## config.mk

```make
export PLATFORM = sky130hd
export DESIGN_NAME = time_set_ctrl_flat
export DESIGN_NICKNAME = d
export VERILOG_FILES = /design/src/rtl/time_set_ctrl_if.sv /design/src/rtl/time_set_ctrl.sv /design/src/flat_wrapper.sv
export SDC_FILE = /design/constraint.sdc
export NUM_CORES = 1
export LEC_CHECK = 0
export ABC_AREA = 1
export BUFFER_PORTS_ARGS = -buffer_cell sky130_fd_sc_hd__buf_2
export CORE_ASPECT_RATIO = 1.1
export CORE_MARGIN = 2
export CORE_UTILIZATION = 28
export DETAILED_ROUTE_END_ITERATION = 10
export PLACE_DENSITY = 0.42
export REMOVE_ABC_BUFFERS = 1
export SLEW_MARGIN = 20
export SYNTH_ARGS = -nofsm -noshare
export SYNTH_HDL_FRONTEND = slang
export SYNTH_SLANG_ARGS = --single-unit
```

## constraint.sdc

```tcl
create_clock -name clk -period 2.15 [get_ports clk]
set_input_delay 0.1075 -clock clk [delete_from_list [all_inputs] [get_ports clk]]
set_output_delay 0.1075 -clock clk [all_outputs]
set_load 0.05 [all_outputs]
```

## src/rtl/time_set_ctrl_if.sv

```systemverilog
// Button inputs and field-edit outputs of the time-set front end.
// The bench (master) drives raw buttons; the controller (slave) drives
// the increment/decrement strobes and the field-select status.
interface time_set_ctrl_if;
  logic       btn_mode;
  logic       btn_up;
  logic       btn_down;
  logic       i_a;
  logic       i_h;
  logic       i_m;
  logic       d_h;
  logic       d_m;
  logic [1:0] sel;
  logic       editing;

  modport master (
    output btn_mode, btn_up, btn_down,
    input  i_a, i_h, i_m, d_h, d_m, sel, editing
  );

  modport slave (
    input  btn_mode, btn_up, btn_down,
    output i_a, i_h, i_m, d_h, d_m, sel, editing
  );
endinterface

```

## src/rtl/time_set_ctrl.sv

```systemverilog
// Time-set front end: synchronizes and debounces the mode/up/down buttons,
// steps through the hour/min/AM-PM fields on mode presses, and issues
// one-cycle increment/decrement strobes with auto-repeat while held.
// Falls back to RUN after a period with no button activity.
module time_set_ctrl #(
  parameter int DEB_CYCLES     = 4,
  parameter int HOLD_CYCLES    = 500,
  parameter int REPEAT_CYCLES  = 100,
  parameter int TIMEOUT_CYCLES = 10000,
  parameter int CNT_W          = 16
) (
  input logic            clk,
  input logic            rst,
  time_set_ctrl_if.slave bus
);

  // sel is the state encoding itself, so RUN must stay 0
  typedef enum logic [1:0] {
    RUN      = 2'd0,
    SET_HOUR = 2'd1,
    SET_MIN  = 2'd2,
    SET_AP   = 2'd3
  } state_t;

  typedef enum logic [1:0] {
    REP_NONE = 2'd0,
    REP_UP   = 2'd1,
    REP_DOWN = 2'd2
  } rep_t;

  localparam int DW = (DEB_CYCLES > 1) ? $clog2(DEB_CYCLES) : 1;
  localparam logic [DW-1:0]    DEB_LAST  = DW'(DEB_CYCLES - 1);
  localparam logic [CNT_W-1:0] HOLD_LAST = CNT_W'(HOLD_CYCLES - 1);
  localparam logic [CNT_W-1:0] REP_LAST  = CNT_W'(REPEAT_CYCLES - 1);
  localparam logic [CNT_W-1:0] IDLE_LAST = CNT_W'(TIMEOUT_CYCLES - 1);
  localparam logic [CNT_W-1:0] CNT_MAX   = '1;

  // Button index: 0 = mode, 1 = up, 2 = down
  logic [2:0]    sync1;
  logic [2:0]    sync2;
  logic [2:0]    level;
  logic [2:0]    level_prev;
  logic [DW-1:0] deb_cnt [3];
  logic [2:0]    press;

  logic mode_press;
  logic up_press;
  logic down_press;
  logic up_level;
  logic down_level;
  logic both_held;
  logic repeat_held;
  logic active;

  state_t           state;
  state_t           state_next;
  rep_t             rep;
  rep_t             rep_next;
  logic             in_repeat;
  logic             in_repeat_next;
  logic [CNT_W-1:0] hold_cnt;
  logic [CNT_W-1:0] hold_next;
  logic [CNT_W-1:0] rep_cnt;
  logic [CNT_W-1:0] rep_cnt_next;
  logic [CNT_W-1:0] idle_cnt;
  logic [CNT_W-1:0] idle_next;
  logic             fire_up;
  logic             fire_down;

  logic       i_a_q;
  logic       i_h_q;
  logic       i_m_q;
  logic       d_h_q;
  logic       d_m_q;
  logic [1:0] sel_q;
  logic       editing_q;

  // Two-flop synchronizer, then accept a new level only after DEB_CYCLES
  // consecutive samples that disagree with the current debounced level
  always_ff @(posedge clk or posedge rst) begin
    if (rst) begin
      sync1      <= '0;
      sync2      <= '0;
      level      <= '0;
      level_prev <= '0;
      for (int i = 0; i < 3; i++) deb_cnt[i] <= '0;
    end else begin
      sync1      <= {bus.btn_down, bus.btn_up, bus.btn_mode};
      sync2      <= sync1;
      level_prev <= level;
      for (int i = 0; i < 3; i++) begin
        if (sync2[i] == level[i]) begin
          deb_cnt[i] <= '0;
        end else if (deb_cnt[i] == DEB_LAST) begin
          level[i]   <= sync2[i];
          deb_cnt[i] <= '0;
        end else begin
          deb_cnt[i] <= deb_cnt[i] + 1'b1;
        end
      end
    end
  end

  assign press       = level & ~level_prev;
  assign mode_press  = press[0];
  assign up_press    = press[1];
  assign down_press  = press[2];
  assign up_level    = level[1];
  assign down_level  = level[2];
  assign both_held   = up_level & down_level;
  assign repeat_held = ((rep == REP_UP) & up_level) | ((rep == REP_DOWN) & down_level);
  assign active      = (|press) | (repeat_held & ~both_held);

  // Control state: field select, repeat tracking and idle timer
  always_ff @(posedge clk or posedge rst) begin
    if (rst) begin
      state     <= RUN;
      rep       <= REP_NONE;
      in_repeat <= 1'b0;
      hold_cnt  <= '0;
      rep_cnt   <= '0;
      idle_cnt  <= '0;
    end else begin
      state     <= state_next;
      rep       <= rep_next;
      in_repeat <= in_repeat_next;
      hold_cnt  <= hold_next;
      rep_cnt   <= rep_cnt_next;
      idle_cnt  <= idle_next;
    end
  end

  // Next state and strobe requests; mode and timeout take priority over
  // up/down so a field change never coincides with a strobe
  always_comb begin
    state_next     = state;
    rep_next       = rep;
    in_repeat_next = in_repeat;
    hold_next      = hold_cnt;
    rep_cnt_next   = rep_cnt;
    idle_next      = idle_cnt;
    fire_up        = 1'b0;
    fire_down      = 1'b0;

    if (state == RUN) begin
      rep_next       = REP_NONE;
      in_repeat_next = 1'b0;
      hold_next      = '0;
      rep_cnt_next   = '0;
      idle_next      = '0;
      if (mode_press) state_next = SET_HOUR;
    end else if (mode_press) begin
      rep_next       = REP_NONE;
      in_repeat_next = 1'b0;
      hold_next      = '0;
      rep_cnt_next   = '0;
      idle_next      = '0;
      case (state)
        SET_HOUR: state_next = SET_MIN;
        SET_MIN:  state_next = SET_AP;
        default:  state_next = RUN;
      endcase
    end else if (!active && (idle_cnt >= IDLE_LAST)) begin
      state_next     = RUN;
      rep_next       = REP_NONE;
      in_repeat_next = 1'b0;
      hold_next      = '0;
      rep_cnt_next   = '0;
      idle_next      = '0;
    end else begin
      if (active) begin
        idle_next = '0;
      end else if (idle_cnt != CNT_MAX) begin
        idle_next = idle_cnt + 1'b1;
      end

      if (both_held) begin
        rep_next       = REP_NONE;
        in_repeat_next = 1'b0;
        hold_next      = '0;
        rep_cnt_next   = '0;
      end else if (up_press || down_press) begin
        fire_up        = up_press;
        fire_down      = down_press;
        in_repeat_next = 1'b0;
        rep_cnt_next   = '0;
        hold_next      = CNT_W'(1);
        if (state == SET_AP) begin
          rep_next = REP_NONE;
        end else begin
          rep_next = up_press ? REP_UP : REP_DOWN;
        end
      end else if (repeat_held) begin
        if (!in_repeat) begin
          if (hold_cnt >= HOLD_LAST) begin
            fire_up        = (rep == REP_UP);
            fire_down      = (rep == REP_DOWN);
            in_repeat_next = 1'b1;
            rep_cnt_next   = '0;
          end else begin
            hold_next = hold_cnt + 1'b1;
          end
        end else if (rep_cnt >= REP_LAST) begin
          fire_up      = (rep == REP_UP);
          fire_down    = (rep == REP_DOWN);
          rep_cnt_next = '0;
        end else begin
          rep_cnt_next = rep_cnt + 1'b1;
        end
      end else if (rep != REP_NONE) begin
        rep_next       = REP_NONE;
        in_repeat_next = 1'b0;
        hold_next      = '0;
        rep_cnt_next   = '0;
      end
    end
  end

  // Registered outputs: strobes routed to the selected field, sel/editing
  // updated together with the state
  always_ff @(posedge clk or posedge rst) begin
    if (rst) begin
      i_a_q     <= 1'b0;
      i_h_q     <= 1'b0;
      i_m_q     <= 1'b0;
      d_h_q     <= 1'b0;
      d_m_q     <= 1'b0;
      sel_q     <= 2'd0;
      editing_q <= 1'b0;
    end else begin
      i_a_q     <= (state == SET_AP) & (fire_up | fire_down);
      i_h_q     <= (state == SET_HOUR) & fire_up;
      i_m_q     <= (state == SET_MIN) & fire_up;
      d_h_q     <= (state == SET_HOUR) & fire_down;
      d_m_q     <= (state == SET_MIN) & fire_down;
      sel_q     <= state_next;
      editing_q <= (state_next != RUN);
    end
  end

  assign bus.i_a     = i_a_q;
  assign bus.i_h     = i_h_q;
  assign bus.i_m     = i_m_q;
  assign bus.d_h     = d_h_q;
  assign bus.d_m     = d_m_q;
  assign bus.sel     = sel_q;
  assign bus.editing = editing_q;

endmodule

```

## src/flat_wrapper.sv

```systemverilog
// flat-port wrapper written by rule: the top's interface ports become plain ports
module time_set_ctrl_flat 
#(
  parameter int DEB_CYCLES     = 4,
  parameter int HOLD_CYCLES    = 500,
  parameter int REPEAT_CYCLES  = 100,
  parameter int TIMEOUT_CYCLES = 10000,
  parameter int CNT_W          = 16
)
  (clk, rst, bus_btn_mode, bus_btn_up, bus_btn_down, bus_i_a, bus_i_h, bus_i_m, bus_d_h, bus_d_m, bus_sel, bus_editing);
  time_set_ctrl_if bus_i ();
  input logic clk;
  input logic rst;
  input wire logic [$bits(bus_i.btn_mode)-1:0] bus_btn_mode;
  input wire logic [$bits(bus_i.btn_up)-1:0] bus_btn_up;
  input wire logic [$bits(bus_i.btn_down)-1:0] bus_btn_down;
  output wire logic [$bits(bus_i.i_a)-1:0] bus_i_a;
  output wire logic [$bits(bus_i.i_h)-1:0] bus_i_h;
  output wire logic [$bits(bus_i.i_m)-1:0] bus_i_m;
  output wire logic [$bits(bus_i.d_h)-1:0] bus_d_h;
  output wire logic [$bits(bus_i.d_m)-1:0] bus_d_m;
  output wire logic [$bits(bus_i.sel)-1:0] bus_sel;
  output wire logic [$bits(bus_i.editing)-1:0] bus_editing;
  assign bus_i.btn_mode = bus_btn_mode;
  assign bus_i.btn_up = bus_btn_up;
  assign bus_i.btn_down = bus_btn_down;
  assign bus_i_a = bus_i.i_a;
  assign bus_i_h = bus_i.i_h;
  assign bus_i_m = bus_i.i_m;
  assign bus_d_h = bus_i.d_h;
  assign bus_d_m = bus_i.d_m;
  assign bus_sel = bus_i.sel;
  assign bus_editing = bus_i.editing;
  time_set_ctrl #(.DEB_CYCLES(DEB_CYCLES), .HOLD_CYCLES(HOLD_CYCLES), .REPEAT_CYCLES(REPEAT_CYCLES), .TIMEOUT_CYCLES(TIMEOUT_CYCLES), .CNT_W(CNT_W)) u_core (.clk(clk), .rst(rst), .bus(bus_i));
endmodule
```

==> results of run 1 <==
[through the flow]
| stage | area (sq um) | hold slack, ns | util | setup TNS (ns) |
|---|---|---|---|---|
| 3_3_place_gp | 4020 | 0.165 | 0.308 | 0 |
| 2_1_floorplan | 3660 | 0.139 | - | -0.428 |
| 5_1_grt | 4350 | 0.358 | 0.333 | 0 |
| 4_1_cts | 4340 | 0.340 | 0.333 | 0 |
| 3_5_place_dp | 4020 | 0.169 | 0.308 | 0 |
| 6_report | 4350 | 0.329 | 0.333 | 0 |
[area by class of cell]
cell class                      count  area [sq um]  share of cell area
Tap cell                          161           201              0.0463
Inverter                           78           294              0.0676
Multi-Input combinational cell    276          1450               0.333
Clock inverter                      4          50.0              0.0115
Sequential cell                    77          1930               0.443
Timing Repair Buffer               26           188              0.0432
Clock buffer                       10           239              0.0549
[how the worst max path moves through the flow]
stage / cells past startpoint / endpoint / slack [ns] / from
6_report: 12 / u_core.rep_cnt[7]$_DFFE_PP0P_ / 0.23 / u_core.idle_cnt[0]$_DFFE_PP0P_
3_5_place_dp: 10 / u_core.rep_cnt[0]$_DFFE_PP0P_ / 0.12 / u_core.state[0]$_DFF_PP0_
2_1_floorplan: 10 / u_core.hold_cnt[7]$_DFFE_PP0P_ / -0.11 / u_core.state[0]$_DFF_PP0_
5_1_grt: 11 / u_core.hold_cnt[8]$_DFFE_PP0P_ / 0.02 / u_core.idle_cnt[0]$_DFFE_PP0P_
4_1_cts: 10 / u_core.rep_cnt[0]$_DFFE_PP0P_ / 0.11 / u_core.state[0]$_DFF_PP0_
3_3_place_gp: 10 / u_core.rep_cnt[0]$_DFFE_PP0P_ / 0.13 / u_core.state[0]$_DFF_PP0_
[synth_stat cells (2+ instances only)]
master,count
a21oi_1,13
and3_1,2
buf_6,2
dfrtp_1,77
ha_1,10
inv_1,73
inv_2,4
mux2_2,3
nand2_1,79
nand2_2,6
nand3_1,31
nand4_1,11
nor2_1,52
nor3_1,18
nor4_1,4
o211ai_1,4
o21a_1,2
o21ai_0,7
o21ai_1,10
o22ai_1,2
xnor2_1,4
xor2_1,2
[cells by family (layout without fill, tap and decap cells)]
family / Yosys count / after routing / synth area share
and+or+nand+nor: 211 / 211 / 0.262
xor gates and xnor gates: 6 / 6 / 0.0142
other: 1 / 2 / 0.00101
DFF: 77 / 77 / 0.521
muxes: 3 / 3 / 0.00914
adders and majority gates: 10 / 10 / 0.0339
buffers and inverters: 82 / 118 / 0.0887
AOI/OAI and AO/OA: 44 / 44 / 0.0694
[worst max-delay path, cell delays in order, from the launching register on]
cell and delay (ns):
dfrtp_1 0.40, ha_1 0.23, nand3_1 0.15, nand3_1 0.09
nand2_1 0.08, nand2_1 0.07, nand2_1 0.15, nand4_4 0.19
buf_4 0.23, nand3_1 0.07, nand2_1 0.06, nand2_1 0.06
inv_1 0.04
[metal layers]
layer / part of all wire / GRT usage / vias up
li1: - / - / 1453
met1: 0.46 / 0.155 / 1350
met2: 0.47 / 0.194 / 52
met3: 0.035 / 0.0365 / 21
met4: 0.037 / 0.0746 / 0
met5: 0 / 0 / -
[sequential cells by signal, indices dropped and copies added, names as in the netlist]
| signal | count |
|---|---|
| u_core.bus.i_a | 1 |
| u_core.bus.d_m | 1 |
| u_core.level_prev | 3 |
| u_core.sync1 | 3 |
| u_core.idle_cnt | 16 |
| u_core.sync2 | 3 |
| u_core.bus.i_h | 1 |
| u_core.bus.i_m | 1 |
| u_core.rep_cnt | 16 |
| u_core.hold_cnt | 16 |
| u_core.in_repeat | 1 |
| u_core.state | 2 |
| u_core.level | 3 |
| u_core.deb_cnt | 6 |
| u_core.bus.editing | 1 |
| u_core.rep | 2 |
| u_core.bus.d_h | 1 |
[power by group]
group	internal [uW]	switching, uW	total [uW]	leakage, uW
Sequential	1620	121	1740	0.00103
Combinational	412	953	1360	0.000938
Clock	915	598	1510	0.000136
Total	2940	1670	4610	0.00211
[repair_timing]
| item | CTS | global route |
|---|---|---|
| endpoints found under the setup margin | 0 | 12 |
| hold buffers | 4 | 0 |
| endpoints found under the hold margin | 32 | 0 |
| gates resized for setup | 0 | 2 |
==> results.toml, run 1 <==
[status]
outcome = "finished clean"

[pwr]
ir_drop_v = 0.000445
power.leakage_uw = 0.00211
powerDensity_mw_per_mm2 = 1060
total_chip_power_uw = 4610

[critical_path]
rr_startpoint = "u_core.idle_cnt[0]$_DFFE_PP0P_"
timing.setup.critical_path_class = "flop to flop"
critPathLaunchType = "flop"
rr_worst_depth = 12
setup.reg_to_reg.worst_slack_ns = 0.23
worstPathArrival_ns = 2.16
cp_data_required_time_ns = 2.39
rr_endpoint = "u_core.rep_cnt[7]$_DFFE_PP0P_"
cp_max_fo = 10
endpoint_kind = "flop"

[sta]
setup_ws_ns = 0.229
rsz0062_at_grt = "no"
setup_viol_count_final = 0
worst_slew_pin_slew_ns = 0.552
min_period_over_period = 0.894
skew_ns = 0.00603
timing.fmax_mhz = 520
slew_violations = 0
finalCriticalPeriod_ns = 1.92
max_slew_margin = 0.631
hold_viol_final = 0

[floorplanning]
floorplan.initialDensity = 0.283
floorplan.die.height_microns = 125
dieArea_sq_mm = 0.0141
top_level_ports = 13
core.rowCount = 44
core_area_sq_mm = 0.0130
dieWidth_microns = 114

[layout]
layout_common_cells = "nand2_1, dfrtp_1, inv_1, nor2_1, nand3_1"
fillers = 1355
antenna_cells = 0
area_growth_syn_to_layout_pct = 17.7
fraction_of_layout_instances_using_a_drive_strength_above_1 = 0.127
finalNetCount = 483
layout.cells.non_filler = 632
layout_commonest_cell = "nand2_1"

[clocking]
number_of_buffers_inserted_during_clock_tree_synthesis = 9
tritoncts_clock_tree = "done"
clk-insertion-delay-late_ns = 0.35
clock_sink_count = 77
clk_pin_slew_ns = 0.06
post-cts-setup-buffer-count = 0
cts_buffer_depth = 2
cts-htree-levels = 3
clock_root_cell = "clkbuf_16"

[synthesis]
yosys.area.top_type = "dfrtp_1"
post_synth_edffs = 0
synthArstFlopShare = 1.00
synth_seq_cells = 77
yosys.cell_types.count = 40
synth.cell_area_sq_mm = 0.00370
synth.avg_cell_area_sq_um = 8.52
postSynth.topFlopCell = "dfrtp_1"
area_contributors_post_synth = "dfrtp_1, nand2_1, inv_1"
yosys_warnings = 0
syn_inst = 434
synth_sequential_area_ratio = 0.521
synth.top_cell.area_share = 0.521

[placement]
gp_congestion = 0.872
post-place-ws_ns = 0.119
io_buffer_count = 12
hpwlAfterDp_mm = 5.72
dpl.cell_count = 614

[detailed_routing]
detailroute.via_count = 2876
drtAntennaViolNets = 0
drc = 0
drt-total-wl_mm = 7.82
dr.first_iter.drc_count = 137
drt_pre_antenna_iters = 4
wire_per_inst_microns = 12.4
drt-vias-per-instance = 4.55

[global_routing]
grt_antenna_before_repair = 0
grt_start_max_net_pins = 49
overflow = 0
grt_pass1_wl_mm = 13.9
number_of_global_route_vias_before_repair = 2979
groute.usage.overall = 0.126

[job]
cap_viol_max_count = 0

[min_path]
hp-class = "input port to async pin"
Note: power is estimated with default switching activity, not from simulation.
==> run 2, diff against run 1 <==
--- a/config.mk
+++ b/config.mk
@@ -11,7 +11,7 @@
 export CORE_MARGIN = 2
 export CORE_UTILIZATION = 28
 export DETAILED_ROUTE_END_ITERATION = 10
-export PLACE_DENSITY = 0.42
+export PLACE_DENSITY = 0.52
 export REMOVE_ABC_BUFFERS = 1
 export SLEW_MARGIN = 20
 export SYNTH_ARGS = -nofsm -noshare
==> constraint.sdc (replaced) <==
create_clock -name clk -period 1.6 [get_ports clk]
set_input_delay 0.08 -clock clk [delete_from_list [all_inputs] [get_ports clk]]
set_output_delay 0.08 -clock clk [all_outputs]
set_load 0.05 [all_outputs]
==> run 2 against run 1 <==
Effect of this change:
- the flow now finishes with violations (negative setup slack)
- sequential power is 35% higher
- setup slack worse by 0.32 ns
- first-iteration DRC count rose by 0.73%
- largest cell class is now multi-input combinational cells
- highest routed layer unchanged
==> results.toml, run 2 (same netlist as run 1, synthesis figures left out) <==
[status]
outcome = "finished with violations"
failed_checks = "negative setup slack"

[placement]
io_buffer_count = 12
gp_congestion = 0.824
place_area_sq_mm = 0.00450
hpwlAfterDp_mm = 5.66

[sta]
hold_ws_ns = 0.355
hold_viol_final = 0
fin_tns_setup_ns = -1.48
rsz0062_at_grt = "yes"
setup_viol_count_final = 27
timing.fmax_mhz = 593
finalCriticalPeriod_ns = 1.69
slew_violations = 0
setup_ws_ns = -0.0866
skew_ns = 0.00419
min_period_over_period = 1.05

[detailed_routing]
drc = 0
drt-total-wl_mm = 8.97
dr.first_iter.drc_count = 138
drtAntennaViolNets = 0
drt-vias-per-instance = 4.48
wire_per_inst_microns = 12.5
detailroute.via_count = 3224
drt_pre_antenna_iters = 5

[layout]
post-route-cell-area_sq_mm = 0.00562
area_growth_syn_to_layout_pct = 51.9
layout_commonest_cell = "buf_4"
layout_common_cells = "buf_4, dfrtp_1, inv_1, nand2_1, nor2_1"
antenna_cells = 0
layout_top_registers = "u_core.hold_cnt: 16 flops, u_core.idle_cnt: 16 flops, u_core.rep_cnt: 16 flops"
finalNetCount = 568
fraction_of_layout_instances_using_a_drive_strength_above_1 = 0.446

[critical_path]
crit_path_top_delay_cell = "dfrtp_2"
worstPathArrival_ns = 1.93
timing.setup.critical_path_class = "flop to flop"
cp_max_fo = 8
critPathLaunchType = "flop"
crit_family = "simple AND/OR/NAND/NOR gates"
buffering_stage_count_on_the_worst_path_with_inverters_included = 4
cp_data_required_time_ns = 1.84
path_cells = "nand2_4 > nand2_4 > inv_2 > nand2_2 > nor3_4 > buf_6 > nand2b_4 > buf_8 > nand3_2 > nand2_1 > nand2_1 > inv_1"
critical-path-max-stage-delay_ns = 0.48
endpoint_kind = "flop"

[global_routing]
groute.usage.overall = 0.130
number_of_global_route_vias_before_repair = 3260
grt_pass1_wl_mm = 14.6
overflow = 0
grt_antenna_before_repair = 0
grt_start_max_net_pins = 78

[clocking]
clock_sink_count = 77
clk-insertion-delay-late_ns = 0.34
clk_pin_slew_ns = 0.06
tritoncts_clock_tree = "done"
clock_root_cell = "clkbuf_16"
cts-htree-levels = 3
cts_buffer_depth = 2
number_of_buffers_inserted_during_clock_tree_synthesis = 9

[floorplanning]
top_level_ports = 13
core_area_sq_mm = 0.0130
core.rowCount = 44
dieArea_sq_mm = 0.0141
floorplan.die.height_microns = 125
floorplan.initialDensity = 0.283
dieWidth_microns = 114

[pwr]
ir_drop_v = 0.00108
power.leakage_uw = 0.00271
powerDensity_mw_per_mm2 = 1420
total_chip_power_uw = 7950

[job]
cap_viol_max_count = 0

[min_path]
hp-class = "flop to flop"
[run 2: cell types whose count changed in the layout (fill, tap and decap cells not counted), moves of 7 or more]
cell     previous run  this run
inv_2               4        12
buf_4               9        76
nor2_1             52        36
nor3_1             18        11
nand3_1            31        16
buf_6               0        17
nand3_2             1        11
a21oi_1            13         6
nand2_4             1        16
inv_1              72        63
nor2_2              1        11
o21ai_2             1        10
nand2_1            78        53
nand2_2             7        17
[run 2: area by class of cell]
class,instances,area [sq um]
Inverter,78,308
Timing Repair Buffer,111,897
Fill cell,1221,7430
Clock buffer,10,229
Tap cell,161,201
Clock inverter,6,87.6
Sequential cell,77,1930
Multi-Input combinational cell,276,1960
[run 2: power breakdown]
part           switching [uW]  internal (uW)  leakage [uW]
Combinational            1950           1490       0.00154
Clock                     807           1360      0.000145
Sequential                168           2180       0.00103
[run 2: routing by layer]
metal / routed length (microns) / part of all wire / GRT usage / up-vias
met5: 0 / 0 / 0 / -
met4: 273 / 0.030 / 0.0560 / 0
met3: 226 / 0.025 / 0.0292 / 20
met2: 4710 / 0.52 / 0.222 / 32
met1: 3760 / 0.42 / 0.157 / 1539
li1: - / - / - / 1633
[run 2: per-stage QoR]
step                      cells   util  setup slack [ns]
after floorplan             431      -            -0.664
after global placement      679  0.345            -0.169
after detailed placement    679  0.345            -0.187
after CTS                   708  0.388           -0.0651
after global routing        719  0.430            -0.199
final                       719  0.430           -0.0866
[run 2: final timing paths]
kind                                             start                             to  slack (ns)  cells past startpoint
min in group asynchronous                          rst       u_core.bus.i_m$_DFF_PP0_        0.38                      4
max reg2reg                u_core.level[2]$_DFFE_PP0P_  u_core.rep_cnt[6]$_DFFE_PP0P_       -0.09                     12
min                          u_core.sync1[0]$_DFF_PP0_      u_core.sync2[0]$_DFF_PP0_        0.35                      0
max                        u_core.level[2]$_DFFE_PP0P_  u_core.rep_cnt[6]$_DFFE_PP0P_       -0.09                     12
min reg2reg                  u_core.sync1[0]$_DFF_PP0_      u_core.sync2[0]$_DFF_PP0_        0.35                      0
max in group asynchronous                          rst    u_core.level[2]$_DFFE_PP0P_        0.89                      4
[run 2: what timing repair did]
item	CTS	global route
hold buffers	4	0
pin swaps	14	47
buffers inserted	9	15
setup endpoints to repair	47	52
gates resized for setup	39	128
hold endpoints to repair	80	0
[run 2: worst register-to-register path, stage by stage, from the launching register on]
cell and delay [ns]:
dfrtp_2 0.48, nand2_4 0.13, nand2_4 0.07, inv_2 0.06
nand2_2 0.07, nor3_4 0.22, buf_6 0.15, nand2b_4 0.07
buf_8 0.15, nand3_2 0.07, nand2_1 0.05, nand2_1 0.05
inv_1 0.03
==> run 3, diff against run 2 <==
--- a/config.mk
+++ b/config.mk
@@ -7,7 +7,6 @@
 export LEC_CHECK = 0
 export ABC_AREA = 1
 export BUFFER_PORTS_ARGS = -buffer_cell sky130_fd_sc_hd__buf_2
-export CORE_ASPECT_RATIO = 1.1
 export CORE_MARGIN = 2
 export CORE_UTILIZATION = 28
 export DETAILED_ROUTE_END_ITERATION = 10
==> run 3 against run 2 <==
Effect of this change:
- the flow still finishes with violations (negative setup slack)
- register-to-register slack improved by 0.06 ns
- non-clock buffer count decreased by 4
- combinational power decreased by 6.1%
- sequential share of layout area increased by 0.96 points
- global-route usage increased by 0.16 points
- flip-flop and latch count unchanged
- die area about the same
- total power decreased by 3.8%
- setup slack improved by 0.062 ns
- clock skew increased by 0.0024 ns
- first-iteration DRC count increased by 2.9%
- critical endpoint is now u_core.rep_cnt[4]$_DFFE_PP0P_
- largest power group unchanged
==> results.toml, run 3 (same netlist as run 1, synthesis figures left out) <==
[global_routing]
gr-max-usage-layer = "met2"
grt_antenna_before_repair = 0
groute.usage.overall = 0.132
gr-usage-met2 = 0.207
grt_use_met3 = 0.0402
use_met1 = 0.166
number_of_global_route_vias_before_repair = 3259
overflow = 0
grt_pass1_wl_mm = 14.8
grt_start_max_net_pins = 78

[clocking]
clk_pin_slew_ns = 0.06
cts_buffer_depth = 2
clk-insertion-delay-late_ns = 0.34
cts-htree-levels = 3
tritoncts_clock_tree = "done"
number_of_buffers_inserted_during_clock_tree_synthesis = 9
clock_root_cell = "clkbuf_16"
clock_sink_count = 77

[detailed_routing]
drtAntennaViolNets = 0
dr.first_iter.drc_count = 142
drt-total-wl_mm = 8.64
drc = 0
drt-vias-per-instance = 4.35
wire_per_inst_microns = 11.9
drt_pre_antenna_iters = 4
detailroute.via_count = 3161

[layout]
fillers = 1252
area_growth_syn_to_layout_pct = 47.5
fraction_of_layout_instances_using_a_drive_strength_above_1 = 0.399
antenna_cells = 0
layout_common_cells = "buf_4, dfrtp_1, nand2_1, inv_1, nor2_1"
layout.cells.non_filler = 726
post-route-cell-area_sq_mm = 0.00545
finalNetCount = 564
layout_top_registers = "u_core.hold_cnt: 16 flops, u_core.idle_cnt: 16 flops, u_core.rep_cnt: 16 flops"
layout_commonest_cell = "buf_4"

[placement]
dpl.cell_count = 687
gp_congestion = 0.848
place_area_sq_mm = 0.00449
hpwlAfterDp_mm = 5.88
io_buffer_count = 12

[floorplanning]
dieArea_sq_mm = 0.0141
dieWidth_microns = 119
floorplan.die.height_microns = 119
top_level_ports = 13
core.rowCount = 41
core_area_sq_mm = 0.0128
floorplan.initialDensity = 0.289

[sta]
fin_tns_setup_ns = -0.148
setup_ws_ns = -0.0246
setup_viol_count_final = 9
min_period_over_period = 1.02
slew_violations = 0
rsz0062_at_grt = "yes"
skew_ns = 0.00660
finalCriticalPeriod_ns = 1.62
hold_viol_final = 0
timing.fmax_mhz = 616

[pwr]
ir_drop_v = 0.000619
power.leakage_uw = 0.00264
powerDensity_mw_per_mm2 = 1400

[critical_path]
critPathLaunchType = "flop"
cp_data_required_time_ns = 1.88
setup.reg_to_reg.worst_slack_ns = -0.02
worstPathArrival_ns = 1.91
endpoint_kind = "flop"
timing.setup.critical_path_class = "flop to flop"
rr_startpoint = "u_core.rep_cnt[0]$_DFFE_PP0P_"
rr_worst_depth = 11
rr_endpoint = "u_core.rep_cnt[4]$_DFFE_PP0P_"
cp_max_fo = 3

[min_path]
hp-class = "flop to flop"
hold_end = "u_core.sync2[0]$_DFF_PP0_"
min-delay-start = "u_core.sync1[0]$_DFF_PP0_"
worstHoldPathCells = 0

[status]
failed_checks = "negative setup slack"
outcome = "finished with violations"

[job]
cap_viol_max_count = 0
==> run 3: worst max-delay path, stage by stage (launching register included) <==
cell and delay (ns):
dfrtp_1 0.38, ha_2 0.20, inv_2 0.06, nand2_2 0.06
o21bai_1 0.20, nand3_2 0.14, inv_2 0.09, nand2_4 0.05
buf_6 0.10, o211ai_1 0.17, nand2_1 0.07, inv_1 0.05
==> run 3: worst max-delay path by stage <==
stage,from,end,depth (start not counted),slack [ns]
finish,u_core.rep_cnt[0]$_DFFE_PP0P_,u_core.rep_cnt[4]$_DFFE_PP0P_,11,-0.02
floorplan,u_core.state[0]$_DFF_PP0_,u_core.hold_cnt[7]$_DFFE_PP0P_,10,-0.66
detailed placement,u_core.idle_cnt[0]$_DFFE_PP0P_,u_core.idle_cnt[9]$_DFFE_PP0P_,11,-0.22
global route,u_core.idle_cnt[1]$_DFFE_PP0P_,u_core.hold_cnt[3]$_DFFE_PP0P_,12,-0.14
CTS,u_core.idle_cnt[1]$_DFFE_PP0P_,u_core.rep_cnt[0]$_DFFE_PP0P_,11,-0.06
global placement,u_core.hold_cnt[0]$_DFFE_PP0P_,u_core.rep_cnt[8]$_DFFE_PP0P_,11,-0.22
==> run 3: timing repair <==
item	4_1_cts	5_1_grt
endpoints found under the setup margin	50	53
gates resized for setup	58	68
hold endpoints to repair	80	0
cloned	1	0
pin swaps	20	29
buffers inserted	13	7
hold buffers	4	0
==> run 3: final cells by class <==
type	instances	area, sq um	share of cell area
clock inverters	3	42.5	0.00780
flip-flops and latches	77	1930	0.354
well taps	172	215	0.0395
inverters	78	314	0.0576
clock buffers	13	270	0.0496
multi-input cells	276	1830	0.336
repair buffers	107	851	0.156
==> run 3: per-layer routing <==
metal / vias to the layer above / share of wire
li1: 1617 / -
met1: 1486 / 0.46
met2: 43 / 0.49
met3: 15 / 0.034
met4: 0 / 0.021
met5: - / 0
==> run 3: report_power, final <==
group	switching (uW)	total (uW)	internal [uW]
Combinational	1840	3230	1390
Clock	775	2110	1330
Sequential	137	2310	2170
Total	2750	7650	4900
==> run 3: through the flow <==
stage | power [uW] | hold slack (ns) | setup slack, ns | utilization
6_report | 7650 | 0.347 | -0.0246 | 0.427
3_5_place_dp | 4760 | 0.192 | -0.222 | 0.352
4_1_cts | 7390 | 0.349 | -0.0563 | 0.404
2_1_floorplan | 3640 | 0.111 | -0.664 | -
5_1_grt | 8130 | 0.357 | -0.144 | 0.427
3_3_place_gp | 4700 | 0.192 | -0.215 | 0.352
